<file path="src/rtl/uparc_long_idiv.sv">
`timescale 1ns/1ps
// uparc_long_idiv
//   Multi-cycle restoring divider for MIPS DIV/DIVU. It produces one quotient
//   bit per clock over 32 iterations. It divides the operand magnitudes and
//   corrects the signs of the quotient and remainder at the output.
//
// Ports
//   clk       : clock
//   nrst      : asynchronous active-low reset
//   dividend  : numerator, sampled in the start cycle
//   divisor   : denominator, sampled in the start cycle
//   start     : one-cycle launch pulse; asserting it while busy restarts the unit
//   signd     : 1 = signed (DIV), 0 = unsigned (DIVU), sampled with start
//   ready     : result valid and unit idle (= !busy && !start)
//   quotient  : result quotient, held until the next start
//   remainder : result remainder, held until the next start
//
// Optional feature
//   UPARC_IDIV_ZERO_SHORTCUT_EN : when defined, a zero dividend or a zero
//   divisor completes in the start cycle instead of taking 32 iterations.
//   The results are identical either way.
module uparc_long_idiv (
  input  logic        clk,
  input  logic        nrst,
  input  logic [31:0] dividend,
  input  logic [31:0] divisor,
  input  logic        start,
  input  logic        signd,
  output logic        ready,
  output logic [31:0] quotient,
  output logic [31:0] remainder
);

  localparam int unsigned W = 32;

  logic [5:0]   nbit;
  logic [W-1:0] rem;
  logic [W-1:0] quo;
  logic [W-1:0] abs_div;
  logic         neg_q;
  logic         neg_r;
  logic         dz;

  logic         busy;
  logic [W-1:0] abs_dvd;
  logic [W-1:0] abs_dvs;
  logic [W:0]   shifted;
  logic [W:0]   trial;

  // The partial remainder always stays below abs_div, so 32 bits of storage
  // are enough. The 33-bit trial result still shows the borrow.
  always_comb begin
    busy    = (nbit != 6'd0);
    abs_dvd = (signd && dividend[W-1]) ? -dividend : dividend;
    abs_dvs = (signd && divisor[W-1])  ? -divisor  : divisor;
    shifted = {rem, quo[W-1]};
    trial   = shifted - {1'b0, abs_div};
  end

  always_ff @(posedge clk or negedge nrst) begin
    if (!nrst) begin
      nbit    <= '0;
      rem     <= '0;
      quo     <= '0;
      abs_div <= '0;
      neg_q   <= 1'b0;
      neg_r   <= 1'b0;
      dz      <= 1'b0;
    end else if (start) begin
      quo     <= abs_dvd;
      abs_div <= abs_dvs;
      // For a division by zero, rem holds the raw dividend as the final remainder.
      rem     <= (divisor == '0) ? dividend : '0;
      nbit    <= 6'd32;
      neg_q   <= signd & (dividend[W-1] ^ divisor[W-1]);
      neg_r   <= signd & dividend[W-1];
      dz      <= (divisor == '0);
`ifdef UPARC_IDIV_ZERO_SHORTCUT_EN
      if (dividend == '0 || divisor == '0) begin
        nbit <= '0;
        quo  <= '0;
      end
`endif
    end else if (busy) begin
      nbit <= nbit - 6'd1;
      // After a division by zero the registers stay frozen, so rem keeps the
      // raw dividend through the full-length run.
      if (!dz) begin
        if (!trial[W]) begin
          rem <= trial[W-1:0];
          quo <= {quo[W-2:0], 1'b1};
        end else begin
          rem <= shifted[W-1:0];
          quo <= {quo[W-2:0], 1'b0};
        end
      end
    end
  end

  always_comb begin
    ready = !busy && !start;
    if (dz) begin
      quotient  = '1;
      remainder = rem;
    end else begin
      quotient  = neg_q ? -quo : quo;
      remainder = neg_r ? -rem : rem;
    end
  end

endmodule
</file>
<file path="config.mk">
export PLATFORM = sky130hd
export DESIGN_NAME = uparc_long_idiv
export DESIGN_NICKNAME = d
export VERILOG_FILES = /design/src/rtl/uparc_long_idiv.sv
export SDC_FILE = /design/constraint.sdc
export NUM_CORES = 1
export LEC_CHECK = 0
export BUFFER_PORTS_ARGS = -buffer_cell sky130_fd_sc_hd__buf_2
export CAP_MARGIN = 20
export CORE_UTILIZATION = 45
export DETAILED_ROUTE_END_ITERATION = 7
export PLACE_DENSITY_LB_ADDON = 0.2
export SLEW_MARGIN = 20
export SYNTH_ARGS = -nofsm -noshare
export SYNTH_HDL_FRONTEND = slang
export SYNTH_SLANG_ARGS = --single-unit
</file>
<file path="constraint.sdc">
create_clock -name clk -period 3.3 [get_ports clk]
set_clock_uncertainty 0.05 [all_clocks]
set_input_delay 0.165 -clock clk [delete_from_list [all_inputs] [get_ports clk]]
set_output_delay 0.165 -clock clk [all_outputs]
set_load 0.005 [all_outputs]
</file>
==> out/qor.csv <==
metric,value,unit
worst path required time,3.08,ns
global-route wire length before repair,44.5,mm
Core Box Area,0.0205,mm^2
cell count after synthesis,1243,
Placed Cells,1618,
# fillers,2006,
routed wire length,27.5,mm
Post-synth EDFFs,0,
Worst-path clk slew,0.07,ns
"Slew Viols, Final",0,
port bufs,132,
Worst Setup End Kind,primary output,
final core utilization,54.1,%
syn_area_per_cell,7.68,um^2
syn_nets,1349,
status,"finished, final reports clean",
Max-slew headroom,35.6,%
largest net degree at the start of global routing,162,
Clock Latency Late Sink,0.37,ns
PD cells,633,mW/mm^2
Die W,148,um
Synthesis Warnings,0,
die area,0.0218,mm^2
First-pass DRT Iterations,5,
worst slew pin tran,0.963,ns
Initial DRC Count,553,
Rows,52,
post-synthesis sequential area ratio,27.5,%
CTS Buf Count,9,
Nets,1474,
initial core utilization,46.6,%
Synth-to-Final Area Change,16.2,%
antenna-violating nets left,0,
Antenna Cells,0,
M1 GR Usage,36.9,%
# DRC,0,
met2 Use GR,39.2,%
Hold Path Depth,3,
Tot GR Track Use,25.5,%
Synth cell types,72,
routability cong.,0.919,
"Cell Area, Synth",0.00955,mm^2
DR WL/cell,16.7,um
setup TNS,0,ns
Max VDD drop,0.300,mV
CTS tree,done,
initial antenna violation count,0,
fin crit share,97.4,%
number of global-route vias before repair,8453,
share of layout cells above drive strength 1,17.8,%
final hold violations,0,
crit path DAT,3.00,ns
clk buf depth,2,
Most Crowded Layer GR,met2,
CTS root buf,clkbuf_16,
Final HPWL DP,20.6,mm
via count,9272,
register bit total from synthesis,105,
total of max-cap violations,0,
achievable frequency,311,MHz
H-tree levels,3,
Most used DFF post-synth,dfrtp_1,
Reg2Reg Depth,12,
via/cell ratio,5.64,
die height,148,um
crit-path max FO,5,
crit start category,flip-flop,
post-route minimum period,3.21,ns
met3 usage,2.28,%
Worst Hold Class,primary input to flip-flop,
endpoints failing setup,0,
post-synthesis async set-or-reset flop share,100,%
GRT overflow,0,
"non-filler cells, final",1643,
Clock Sinks,105,
kind of critical path,flip-flop to primary output,
Ports,133,
Leak,5.34,nW
-- report_power, final --
part	leakage (nW)	internal [mW]	switching, mW
Clock	0.166	0.731	0.517
Combinational	3.90	1.70	2.11
Sequential	1.28	1.57	0.395
Total	5.34	4.00	3.02
-- metrics by stage --
stage / cell area [um^2] / setup slack (ns) / total power, mW / hold WS, ns
after global placement: 10500 / 0.215 / 5.52 / 0.264
after floorplan: 9550 / 0.253 / 4.37 / -0.181
after detailed placement: 10500 / 0.163 / 5.56 / 0.268
after global routing: 11100 / -0.0129 / 7.51 / 0.0473
final: 11100 / 0.0865 / 7.02 / 0.0246
after CTS: 10900 / 0.00760 / 6.84 / 0.0185
-- cell usage after synthesis, drive strengths merged (32+ instances only) --
master / count / share of area, %
nand2: 173 / 7.0
o21ai: 113 / 5.9
a21oi: 112 / 5.9
nor2: 108 / 4.3
dfrtp: 105 / 28
xor2: 69 / 6.3
xnor2: 68 / 6.2
inv: 60 / 2.4
mux2i: 48 / 5.0
clkbuf: 40 / 1.8
ha: 37 / 4.8
a31oi: 34 / 2.2
nor3: 32 / 1.7
-- layer usage --
layer,vias up,wire (um)
li1,4653,-
met1,4280,13200
met3,47,1410
met5,-,0
met4,0,772
met2,292,12000
-- cells by family after synthesis --
family	after synthesis	synth area share, %
xor+xnor	137	12.6
fa+ha+maj	38	5.06
simple gates	434	21.4
buf+inv	122	5.85
mux	53	5.62
compound gates	354	22.0
flops	105	27.5
-- layout by cell type (no fill, tap or decap), types with 8 or more instances in the layout --
cell type	n
nand2_1	163
buf_2	130
a21oi_1	111
nor2_1	106
o21ai_0	104
dfrtp_1	97
xor2_1	69
xnor2_1	68
inv_1	60
mux2i_1	48
buf_4	39
ha_1	37
a31oi_1	34
nor3_1	29
o31ai_1	21
and3_1	18
nand3_1	13
a21o_1	13
nor4_1	11
nand2b_1	11
or3_1	10
nand2_2	10
o21ai_1	9
clkbuf_16	9
nand4_1	8
dfrtp_2	8
-- cell type report --
| cell class | count | area [um^2] | area share [%] |
|---|---|---|---|
| clock buffer | 13 | 270 | 2.44 |
| tap | 270 | 338 | 3.05 |
| multi-input combinational | 1016 | 6500 | 58.6 |
| inverter | 60 | 225 | 2.03 |
| sequential | 105 | 2640 | 23.8 |
| clock inverter | 3 | 68.8 | 0.620 |
| timing repair buffer | 176 | 1060 | 9.52 |
-- what timing repair did --
item | CTS | global route
setup endpoints to repair | 5 | 41
pin swaps | 0 | 4
endpoints found under the hold margin | 62 | 0
gates resized for setup | 4 | 29
hold buffers | 1 | 0
buffers inserted | 0 | 8
-- registers in the layout (all words and copies together), names as in the netlist --
signal / cells
abs_div: 32
dz: 1
nbit: 6
neg_q: 1
neg_r: 1
quo: 32
rem: 32
-- worst max-delay path: stages (launching register included) --
cell	delay [ns]
dfrtp_2	0.46
or3_4	0.42
nor4_4	0.28
buf_4	0.17
nand2_1	0.11
nor3_2	0.19
buf_4	0.16
nand2_1	0.09
nor4_2	0.18
buf_4	0.17
a21oi_1	0.08
xor2_1	0.19
buf_2	0.14
-- path summary, 6_finish.rpt --
| check | slack [ns] | end | from |
|---|---|---|---|
| setup / recovery | 0.09 | remainder[28] | rem[8] |
| hold / removal | 0.02 | abs_div[1] | divisor[1] |
| setup reg to reg | 0.22 | rem[20] | quo[31] |
| hold reg to reg | 0.48 | abs_div[19] | abs_div[19] |
| max in group asynchronous | 2.05 | rem[5] | nrst |
| min in group asynchronous | 0.39 | nbit[5] | nrst |
No activity file was read; power rests on OpenSTA's default activity.
